File: src/rtl/dnn_pkg.sv
// Shared definitions for the DNN hidden-layer aggregator: default widths,
// lane count, aggregation FSM states and the partial-vector type.
package dnn_pkg;

    localparam int DEF_IN_W  = 15;
    localparam int DEF_OUT_W = 17;
    localparam int NUM_LANES = 4;

    typedef enum logic {
        ACCUM = 1'b0,
        DONE  = 1'b1
    } aggr_state_t;

    typedef logic [NUM_LANES-1:0][DEF_IN_W-1:0] relu_vec_t;

endpackage

File: src/rtl/aggr_lane.sv
// One aggregation lane: clamps a signed ReLU value to non-negative, adds it
// into a saturating accumulator and reports per-beat clamp/saturation events.
module aggr_lane
    import dnn_pkg::*;
#(
    parameter int IN_W  = DEF_IN_W,
    parameter int OUT_W = DEF_OUT_W
) (
    input  logic             clk,
    input  logic             rst_n,
    input  logic             clear_i,
    input  logic             add_i,
    input  logic [IN_W-1:0]  din_i,
    output logic [OUT_W-1:0] acc_o,
    output logic             neg_o,
    output logic             sat_o
);

    localparam logic [OUT_W:0] MAX_POS = {2'b00, {(OUT_W-1){1'b1}}};

    logic [OUT_W-1:0] acc_q;
    logic [OUT_W-1:0] acc_d;
    logic [OUT_W-1:0] addend;
    logic [OUT_W:0]   sum;
    logic             is_neg;
    logic             over;

    // Accumulator is always non-negative, so one extra bit catches overflow
    always_comb begin
        is_neg = din_i[IN_W-1];
        addend = is_neg ? '0 : OUT_W'(din_i);
        sum    = {1'b0, acc_q} + {1'b0, addend};
        over   = (sum > MAX_POS);
        acc_d  = acc_q;
        if (clear_i) begin
            acc_d = '0;
        end else if (add_i) begin
            acc_d = over ? MAX_POS[OUT_W-1:0] : sum[OUT_W-1:0];
        end
    end

    always_ff @(posedge clk or negedge rst_n) begin
        if (!rst_n) begin
            acc_q <= '0;
        end else begin
            acc_q <= acc_d;
        end
    end

    assign acc_o = acc_q;
    assign neg_o = add_i && is_neg;
    assign sat_o = add_i && over;

endmodule

File: src/rtl/dnn_aggr.sv
// Collects NUM_SLICES partial ReLU vectors and hands their element-wise sum
// to the slices over a valid/ready channel, with sticky clamp/saturate flags.
module dnn_aggr
    import dnn_pkg::*;
#(
    parameter int NUM_SLICES = 4,
    parameter int IN_W       = DEF_IN_W,
    parameter int OUT_W      = DEF_OUT_W,
    parameter int CNT_W      = $clog2(NUM_SLICES + 1)
) (
    input  logic             clk,
    input  logic             rst_n,
    input  logic             flush,
    input  logic             relu_valid,
    output logic             relu_ready,
    input  logic [IN_W-1:0]  y4_relu,
    input  logic [IN_W-1:0]  y5_relu,
    input  logic [IN_W-1:0]  y6_relu,
    input  logic [IN_W-1:0]  y7_relu,
    output logic             aggr_valid,
    input  logic             aggr_ready,
    output logic [OUT_W-1:0] y4_aggr,
    output logic [OUT_W-1:0] y5_aggr,
    output logic [OUT_W-1:0] y6_aggr,
    output logic [OUT_W-1:0] y7_aggr,
    output logic [CNT_W-1:0] beat_cnt,
    output logic             neg_err,
    output logic             sat_err
);

    aggr_state_t      state_q, state_d;
    logic [CNT_W-1:0] cnt_q, cnt_d;
    logic             neg_err_q, neg_err_d;
    logic             sat_err_q, sat_err_d;
    logic             beat;
    logic             lane_clear;

    logic [IN_W-1:0]  relu [NUM_LANES];
    logic [OUT_W-1:0] aggr [NUM_LANES];
    logic [NUM_LANES-1:0] lane_neg;
    logic [NUM_LANES-1:0] lane_sat;

    assign relu[0] = y4_relu;
    assign relu[1] = y5_relu;
    assign relu[2] = y6_relu;
    assign relu[3] = y7_relu;

    // A beat coinciding with flush is dropped; the handshake in DONE clears sums
    assign beat       = relu_valid && (state_q == ACCUM) && !flush;
    assign lane_clear = flush || ((state_q == DONE) && aggr_ready);

    for (genvar k = 0; k < NUM_LANES; k++) begin : g_lane
        aggr_lane #(
            .IN_W (IN_W),
            .OUT_W(OUT_W)
        ) u_lane (
            .clk    (clk),
            .rst_n  (rst_n),
            .clear_i(lane_clear),
            .add_i  (beat),
            .din_i  (relu[k]),
            .acc_o  (aggr[k]),
            .neg_o  (lane_neg[k]),
            .sat_o  (lane_sat[k])
        );
    end

    always_comb begin
        state_d   = state_q;
        cnt_d     = cnt_q;
        neg_err_d = neg_err_q | (|lane_neg);
        sat_err_d = sat_err_q | (|lane_sat);
        if (flush) begin
            state_d   = ACCUM;
            cnt_d     = '0;
            neg_err_d = 1'b0;
            sat_err_d = 1'b0;
        end else begin
            case (state_q)
                ACCUM: begin
                    if (beat) begin
                        cnt_d = cnt_q + 1'b1;
                        if (cnt_q == CNT_W'(NUM_SLICES - 1)) begin
                            state_d = DONE;
                        end
                    end
                end
                DONE: begin
                    if (aggr_ready) begin
                        state_d = ACCUM;
                        cnt_d   = '0;
                    end
                end
                default: state_d = ACCUM;
            endcase
        end
    end

    always_ff @(posedge clk or negedge rst_n) begin
        if (!rst_n) begin
            state_q   <= ACCUM;
            cnt_q     <= '0;
            neg_err_q <= 1'b0;
            sat_err_q <= 1'b0;
        end else begin
            state_q   <= state_d;
            cnt_q     <= cnt_d;
            neg_err_q <= neg_err_d;
            sat_err_q <= sat_err_d;
        end
    end

    assign relu_ready = (state_q == ACCUM);
    assign aggr_valid = (state_q == DONE);
    assign beat_cnt   = cnt_q;
    assign neg_err    = neg_err_q;
    assign sat_err    = sat_err_q;
    assign y4_aggr    = aggr[0];
    assign y5_aggr    = aggr[1];
    assign y6_aggr    = aggr[2];
    assign y7_aggr    = aggr[3];

endmodule

File: config.mk
export PLATFORM = sky130hd
export DESIGN_NAME = dnn_aggr
export DESIGN_NICKNAME = d
export VERILOG_FILES = /design/src/rtl/dnn_pkg.sv /design/src/rtl/aggr_lane.sv /design/src/rtl/dnn_aggr.sv
export SDC_FILE = /design/constraint.sdc
export NUM_CORES = 1
export LEC_CHECK = 0
export ABC_AREA = 1
export CAP_MARGIN = 20
export CORE_AREA = 2 2 134 136
export DETAILED_ROUTE_END_ITERATION = 10
export DIE_AREA = 0 0 136 138
export MAX_ROUTING_LAYER = met4
export PLACE_DENSITY = 0.75
export SLEW_MARGIN = 5
export SYNTH_ARGS = -nofsm -noshare
export SYNTH_HDL_FRONTEND = slang
export SYNTH_SLANG_ARGS = --single-unit
File: constraint.sdc
create_clock -name clk -period 2 [get_ports clk]
set_clock_uncertainty 0.05 [all_clocks]
set_input_delay 0.4 -clock clk [delete_from_list [all_inputs] [get_ports clk]]
set_output_delay 0.4 -clock clk [all_outputs]
set_load 0.02 [all_outputs]
Yosys cells after proc, flatten, opt, wreduce, memory -nomap -nowiden:

Cells that the tools add are included.
W data, S select, Z words.

* add/subtract/negate cells: 5
* $lt $le $gt $ge: 4
* equal/unequal tests: 3
* muxes and demuxes: 27
* bitwise gates (word level): 3
* reduce and logical (&&, ||, !) cells: 17

Operators by type and width (number)
* $mux W17: 12
* $add A17 B17 Y18: 4
* $gt A18 B16 Y1 const B: 4
* $mux W14: 4
* $logic_and A1 B1 Y1: 11
* $mux W3: 3
* $reduce_or A4 Y1: 2
* $mux W1: 6
* $pmux W3 S2: 1
* $add A3 B1 Y3 const B: 1
* $eq A3 B2 Y1 const B: 1
* $ne A3 B2 Y1 const B: 1
* $ne A3 B3 Y1 const B: 1
* $or A1 B1 Y1: 2
* $pmux W1 S2: 1
* $reduce_and A2 Y1: 1
* $reduce_bool A2 Y1: 1
* $logic_not A1 Y1: 1
* $logic_or A1 B1 Y1: 1
* $not A1 Y1: 1

* flip-flop bits (word level): 74
* input bits: 65
* output and inout bits: 75
* logic and storage cells: 67

Depth between registers and ports, before layout:

Gate-level depths: netlist of the first run.

* depth after elaboration: 7
* mapped depth: 19
* gate-level depth less buffers: 19

Cells and area by module:

A second synthesis of the first run with hierarchy kept.

* cell total of the unflattened synthesis: 1188
* area total of the unflattened synthesis: 7338.3 um^2

Modules (own cells, without submodules)
* aggr_lane: instances 4, cells each 287, area each 1752.9 um^2, seq. area each 425.4 um^2
* dnn_aggr: instances 1, cells each 40, area each 326.6 um^2, seq. area each 150.1 um^2

Worst setup path after synthesis of the first run:

No wires, ideal clock.

* kind: input-to-reg
* from: input port y4_relu[14]
* to: register g_lane[0].u_lane.acc_q[10]
* library setup time: 120 ps
* arrival time: 2249 ps
* data required time: 1830 ps
* setup slack: -419 ps
* cell stages on the path: 16
* path buffers: 2
* cell sequence: clkbuf_1 nor2_1 ha_1 inv_1 fa_1 inv_1 nand3_1 nand2_1 nand2_1 nand2_1 nand2_1 nand3_1 nand3_2 buf_6 o21ai_1 nand2_1

* word-level cells in the longest chain between the ends: 6

Ends and longest elaborated chain
* start, declared: line dnn_aggr.sv:16 `input logic [IN_W-1:0] y4_relu,`
* $mux W14 (*): line aggr_lane.sv:31 `addend = is_neg ? '0 : OUT_W'(din_i);`
* $add A17 B17 Y18 (*): line aggr_lane.sv:32 `sum = {1'b0, acc_q} + {1'b0, addend};`
* $gt A18 B16 Y1: line aggr_lane.sv:33 `over = (sum > MAX_POS);`
* $mux W17 (*): line aggr_lane.sv:38 `acc_d = over ? MAX_POS[OUT_W-1:0] : sum[OUT_W-1:0];`
* $mux W17 (*): line aggr_lane.sv:37 `end else if (add_i) begin`
* $mux W17 (*): line aggr_lane.sv:35 `if (clear_i) begin`
* end signal, assigned: line aggr_lane.sv:44 `acc_q <= '0;`
* end signal, assigned: line aggr_lane.sv:46 `acc_q <= acc_d;`
* end, declared: line aggr_lane.sv:21 `logic [OUT_W-1:0] acc_q;`

Every way passes the cells marked *; elsewhere a longest branch is shown, timed or not. The select of a mux whose other input is x is not followed.
A chain may end at the register's enable or synchronous reset.

Worst setup path after layout of the first run:

* from: input port y5_relu[14]
* to: register g_lane[1].u_lane.acc_q[3]

* word-level cells in the longest chain between the ends: 6

Ends and longest elaborated chain
* start, declared: line dnn_aggr.sv:17 `input logic [IN_W-1:0] y5_relu,`
* $mux W14 (*): line aggr_lane.sv:31
* $add A17 B17 Y18 (*): line aggr_lane.sv:32
* $gt A18 B16 Y1: line aggr_lane.sv:33
* $mux W17 (*): line aggr_lane.sv:38
* $mux W17 (*): line aggr_lane.sv:37
* $mux W17 (*): line aggr_lane.sv:35
* end signal, assigned: line aggr_lane.sv:44
* end signal, assigned: line aggr_lane.sv:46
* end, declared: line aggr_lane.sv:21

Marks and branches as above.

==> reports/metrics.yaml, run 1 <==
synthTopCellsByCount: "nand2_1, inv_1, nor2_1, dfrtp_1, ha_1"
n_fill_cell: 1232
start_kind: "input port"
netlist.area_leader.share_pct: 27.4
cp_data_required_time_ns: 2.18
ys.flop_type: "dfrtp_1"
antenna_found_initial: 0
setup_slack_ns: -0.307
core-area_um2: 17500
synth_top_cell_by_area: "dfrtp_1"
final_cell_area_um2: 12700
track_usage_pct: 27.3
relSlewSlack_pct: 67.8
drtIter0Drc: 704
cts_inserted_buffers: 9
dpl.hpwl_mm: 15.9
irDropWorstVdd_mv: 0.442
yosys_warnings: 0
hold_class: "in2reg"
path_buf_inv: 4
max_clock_freq_ghz: 0.433
crit_family: "simple AND/OR/NAND/NOR gates"
portBuffers: 139
die_x_um: 136
syn_area_um2: 6770
rsz0062_at_grt: "true"
area_growth_pct: 87.2
crit_type: "in2reg"
hold_violations: 0
rows: 49
crit_chain: "buf_8, buf_12, buf_4, nor2_4, ha_4, nand2_1, nand2_1, nand2_1, nand2_1, nand2_1, nand3_2, a21oi_2, nand3_4, buf_6, o21ai_4, nand2_1"
worstMarginPinSlew_ns: 0.483
dr.pass1.iters: 5
gp_congestion: 0.963
drc: 0
grt_pass1_wl_mm: 40.4
synth_nets: 1180
antenna_left: 0
avgSynthCellArea_um2: 6.43
wl_per_cell_um: 17.0
dpl_cell_area_um2: 10200
violations: "setup timing"
synth_cell_types: 33
seq_area_frac_synth_pct: 27.4
reg2reg_slack_ns: -0.23
tns_ns: -7.57
p_per_area_nw_per_um2: 562
synth_edf_count: 0
die_y_um: 138
syn_inst: 1053
fp.dieArea_um2: 18800
via_per_inst: 5.17
outcome: "finished with violations"
setup_viol_count_final: 64
fin_crit_ns: 2.31
start_util_pct: 38.6
synth_area_leaders: "dfrtp_1, nand2_1, ha_1, inv_1, nor2_1"
num_antenna_cells: 0
yosysMostFrequentCell: "nand2_1"
arrival_ns: 2.49
grt_max_degree: 32
slowest_stage: "ha_4"
clk_pin_slew_ns: 0.07
crit_fanout: 6
cpMostUsedCell: "nand2_1"
drt-total-wl_mm: 29.1
ys_seq_elements: 74
grt_pass1_vias: 8635
dr_total_vias: 8858
htree_num_levels: 3
p_leak_nw: 6.72
timing.max_cap.violations: 0
async_flop_share_pct: 100
cts_tree: "done"
cts.sinks: 74
drive_gt1_share_pct: 45.0
nNetsFinal: 1605
io_pins: 140
critPathCaptureType: "flop"
cpPeakStageDelay_ns: 0.23
slew_viol_final: 0
clockBufferDepth: 2
finalCritPeriodShare_pct: 115
cts_root_buf: "clkbuf_16"
grt_remaining_overflow: 0
clk_latency_ns: 0.36
-- per-stage QoR --
| stage | hold WS (ns) | util, % | cells | worst slack, ns | total power, mW |
|---|---|---|---|---|---|
| final | 0.457 | 72.2 | 1712 | -0.307 | 7.11 |
| after global routing | 0.512 | 72.2 | 1712 | -0.352 | 7.38 |
| after CTS | 0.451 | 66.7 | 1702 | -0.150 | 6.60 |
| after detailed placement | 0.327 | 58.1 | 1613 | -0.952 | 4.17 |
| after global placement | 0.321 | 58.1 | 1613 | -0.904 | 4.12 |
| after floorplan | 0.0544 | - | 1053 | -0.209 | 2.92 |
-- final timing paths --
kind                                           start                          to  cells past startpoint
setup / recovery                         y5_relu[14]   g_lane[1].u_lane.acc_o[3]                     16
hold / removal                           y5_relu[14]                     neg_err                      4
setup reg to reg           g_lane[1].u_lane.acc_o[2]   g_lane[1].u_lane.acc_o[3]                     12
hold reg to reg                              neg_err                     neg_err                      2
max in group asynchronous                      rst_n  g_lane[2].u_lane.acc_o[10]                      3
min in group asynchronous                      rst_n   g_lane[1].u_lane.acc_o[7]                      2
-- tightest hold or removal path, cell delays in order --
cell and delay [ns]:
buf_8 0.09, buf_16 0.13, nor4_1 0.05, o21ai_0 0.15
-- layout by cell type, fill, tap and decap left out, drive strengths merged, types with 6 or more instances in the layout --
cell type / count
nand2: 368
buf: 300
xor2: 40
nand3: 40
a31oi: 8
or2: 6
inv: 155
o21ai: 66
clkbuf: 12
nor2: 128
dlygate4sd2: 47
dfrtp: 74
clkdlybuf4s50: 76
ha: 58
dlymetal6s2s: 7
a21oi: 56
-- where the power goes --
part	switching, mW	internal (mW)	leakage [nW]
sequential	0.148	1.64	0.997
clock	0.761	1.38	0.180
combinational	1.56	1.63	5.55
-- final cells by class --
cell class / count / area, µm² / area share (%)
multi-input combinational: 804 / 5760 / 45.5
timing repair buffer: 434 / 3780 / 29.9
sequential: 74 / 1860 / 14.6
inverter: 155 / 609 / 4.81
tap: 229 / 287 / 2.26
clock buffer: 11 / 243 / 1.92
clock inverter: 5 / 125 / 0.988
-- timing repair --
| action | CTS | global route |
|---|---|---|
| setup buffers | 67 | 11 |
| setup endpoints to repair | 66 | 66 |
| hold buffers | 1 | 0 |
| gates cloned | 5 | 0 |
| gates resized for setup | 252 | 198 |
| endpoints found under the hold margin | 28 | 0 |
| pin swaps | 250 | 134 |
-- layer usage --
layer | share of wire, % | global-route usage, % | vias to the layer above
met5 | 0 | - | -
met4 | 4.4 | 11.2 | 0
met3 | 5.4 | 2.57 | 129
met2 | 51 | 47.4 | 388
met1 | 39 | 32.0 | 4201
li1 | - | - | 4140
-- registers in the layout, indices dropped and copies added, names as in the netlist --
register,cells
neg_err,1
beat_cnt,3
aggr_valid,1
sat_err,1
g_lane.u_lane.acc_o,68
-- logic make-up after synthesis --
family | count (synthesis) | share of synthesized area, %
AOI/OAI and AO/OA | 137 | 10.8
xor gates and xnor gates | 45 | 5.82
adders and majority gates | 62 | 11.9
buffers and inverters | 176 | 10.2
DFF | 74 | 27.4
and+or+nand+nor | 559 | 33.9
No activity file was read; power rests on OpenSTA's default activity.
==> run 2: changes to the inputs <==
--- a/config.mk
+++ b/config.mk
@@ -7,12 +7,14 @@
 export LEC_CHECK = 0
 export ABC_AREA = 1
 export CAP_MARGIN = 20
-export CORE_AREA = 2 2 134 136
+export CORE_AREA = 2 2 139 141
 export DETAILED_ROUTE_END_ITERATION = 10
-export DIE_AREA = 0 0 136 138
+export DIE_AREA = 0 0 141 143
 export MAX_ROUTING_LAYER = met4
 export PLACE_DENSITY = 0.75
+export SKIP_LAST_GASP = 1
 export SLEW_MARGIN = 5
 export SYNTH_ARGS = -nofsm -noshare
 export SYNTH_HDL_FRONTEND = slang
+export SYNTH_HIERARCHICAL = 1
 export SYNTH_SLANG_ARGS = --single-unit
==> reports/metrics.yaml, run 2 <==
layout_common_cells: "nand2_1, buf_4, inv_1, nand2_2, nor2_1"
crit_type: "reg2reg"
synth_area_leaders: "nand2_1, dfrtp_1, ha_1, inv_1, nor2_1"
rows: 50  # +2.0%
io_pins: 140  # unchanged
cts.sinks: 74  # unchanged
fin_crit_ns: 2.27  # -0.0360 ns
fin_cells: 1902  # +11%
clockBufferDepth: 2  # unchanged
largest_reg_flops: 68  # unchanged
grt_remaining_overflow: 0  # unchanged
timing.max_cap.violations: 0  # unchanged
gp_congestion: 0.917  # -4.8%
grt_max_degree: 41  # +28%
rsz0062_at_grt: "true"
die_y_um: 143  # +3.6%
via_per_inst: 4.96  # -4.1%
finalCritPeriodShare_pct: 114  # -1.8 points
synth_edf_count: 0  # unchanged
synth_top_cell_by_area: "nand2_1"
wl_per_cell_um: 14.6  # -14%
fp.dieArea_um2: 20200  # +7.4%
hold_violations: 0  # unchanged
dpl.hpwl_mm: 17.1  # +7.5%
dr.pass1.iters: 7  # +2
slew_viol_final: 0  # unchanged
seqCellArea_um2: 1850  # -0.20%
worstMarginPinSlew_ns: 0.342  # -0.141 ns
tns_ns: -11.53  # -3.97 ns
core-area_um2: 18600  # +6.0%
layout_commonest_cell: "nand2_1"
cp_data_required_time_ns: 2.18  # about the same
area_growth_pct: 76.2
antenna_found_initial: 0  # unchanged
multiInputGateArea_um2: 5710  # -0.87%
violations: "setup timing"
path_buf_inv: 4  # unchanged
hold_class: "reg2reg"
async_flop_share_pct: 100  # unchanged
hold_start: "sat_err"
start_kind: "flop"
crit_fanout: 5  # -1
track_usage_pct: 27.5  # +0.22 points
max_clock_freq_ghz: 0.440  # +1.6%
reg2reg_slack_ns: -0.27  # -0.04 ns
die_x_um: 141  # +3.7%
n_fill_cell: 1397  # +13%
crit_chain: "ha_4, inv_2, fa_2, inv_2, nand3_2, nand2_2, nand2_2, nand2_2, nand2_2, nand3_2, nand2_2, nor2_4, buf_6, buf_8, nand2_2, nand2_1, nand2_1"
htree_num_levels: 3  # unchanged
yosysMostFrequentCell: "nand2_1"
drive_gt1_share_pct: 39.2  # -5.8 points
p_leak_nw: 7.32  # +8.9%
p_per_area_nw_per_um2: 390  # -31%
nNetsFinal: 1790  # +12%
grt_pass1_wl_mm: 43.8  # +8.5%
whs_ns: 0.441  # -0.0161 ns
setup_slack_ns: -0.271  # +0.0360 ns
yosys_warnings: 6  # +6
synthTopCellsByCount: "nand2_1, inv_1, nor2_1, dfrtp_1, ha_1"
syn_inst: 1188  # +13%
seq_area_frac_synth_pct: 25.2  # -2.1 points
cts_root_buf: "clkbuf_16"
worstSetupStartpoint: "g_lane[1].u_lane/acc_o[0]"
netlist.area_leader.share_pct: 26.2  # -1.1 points
r2r_start: "g_lane[1].u_lane/acc_o[0]"
irDropWorstVdd_mv: 0.444  # +0.29%
drtIter0Drc: 614  # -13%
dp.cells: 1784  # +11%
drc: 0  # unchanged
clk_latency_ns: 0.35  # about the same
portBuffers: 139  # unchanged
cpPeakStageDelay_ns: 0.40  # +0.17 ns
dp_slack_ns: -1.02  # -0.0651 ns
setup_viol_count_final: 66  # +3.1%
critPathCaptureType: "flop"
dr_total_vias: 9435  # +6.5%
synth_cell_types: 27  # -18%
relSlewSlack_pct: 77.2  # +9.4 points
arrival_ns: 2.45  # -0.04 ns
grt_pass1_vias: 9535  # +10%
ys_seq_elements: 74  # unchanged
avgSynthCellArea_um2: 6.18  # -3.9%
crit_family: "simple AND/OR/NAND/NOR gates"
num_antenna_cells: 0  # unchanged
start_util_pct: 39.5  # +0.90 points
syn_area_um2: 7340  # +8.5%
cts_inserted_buffers: 9  # unchanged
ys.flop_type: "dfrtp_1"
power_mw: 5.04  # -29%
outcome: "finished with violations"
slowest_stage: "dfrtp_1"
antenna_left: 0  # unchanged
synth_nets: 1315  # +11%
cts_tree: "done"
cpMostUsedCell: "nand2_2"
drt-total-wl_mm: 27.8  # -4.6%
clk_pin_slew_ns: 0.06  # about the same
==> run 2: changes by cell type after synthesis, moves of 8 or more <==
cell	before	now
xor2_1	40	4
nand4_1	2	12
xnor2_1	5	32
a21oi_1	52	44
nand2_2	7	25
inv_1	147	159
o21ai_1	43	0
nand2_1	361	513
nand3b_1	3	20
==> run 2: final cells by class <==
cell class | count | area share (%)
Multi-Input combinational cell | 937 | 44.2
Timing Repair Buffer | 480 | 32.5
Sequential cell | 74 | 14.3
Inverter | 161 | 4.69
Tap cell | 234 | 2.26
Clock buffer | 13 | 1.93
Clock inverter | 3 | 0.116
==> run 2: timing repair <==
| item | CTS | global route |
|---|---|---|
| hold endpoints to repair | 19 | 0 |
| hold buffers | 1 | 0 |
| cloned | 6 | 1 |
| setup buffers | 86 | 13 |
| gates resized for setup | 252 | 123 |
| pin swaps | 223 | 68 |
| endpoints found under the setup margin | 65 | 71 |
==> run 2: worst paths after layout <==
path / to / depth (start not counted)
hold / removal: sat_err / 2
min in group asynchronous: g_lane[0].u_lane/acc_o[5] / 2
hold reg to reg: sat_err / 2
max in group asynchronous: g_lane[3].u_lane/acc_o[6] / 3
setup reg to reg: g_lane[1].u_lane/acc_o[3] / 17
setup / recovery: g_lane[1].u_lane/acc_o[3] / 17
==> run 2: cell families (layout without fill, tap and decap cells) <==
logic type      count (synthesis)  in the layout  share of synthesized area, %
flops                          74             74                          25.2
simple gates                  764            764                          43.9
buf+inv                       177            657                          9.87
fa+ha+maj                      62             62                          11.0
xor+xnor                       36             36                          4.30
compound gates                 75             75                          5.68
==> run 2: report_power, final <==
part           internal [mW]  switching [mW]  leakage (nW)  total [mW]
Combinational          0.960           0.909          6.17        1.87
Clock                  0.871           0.694         0.133        1.57
Sequential              1.56          0.0485          1.02        1.61
Total                   3.39            1.65          7.32        5.04
==> run 2: routing by layer <==
layer	global-route usage [%]	vias up	routed length, µm
met3	3.59	99	1300
met2	50.7	325	14400
met5	-	-	0
li1	-	4628	-
met1	30.1	4383	11000
met4	10.9	0	987
==> run 2: stage by stage <==
stage          area [µm²]  util [%]
2_1_floorplan        7510         -
3_3_place_gp        10900      58.6
3_5_place_dp        10900      58.6
4_1_cts             12400      67.0
5_1_grt             12900      69.6
6_report            12900      69.6
==> run 2: tightest hold or removal path, stage by stage, from the launching register on <==
cell     delay [ns]
dfrtp_1        0.36
o21ai_1        0.06
inv_1          0.04
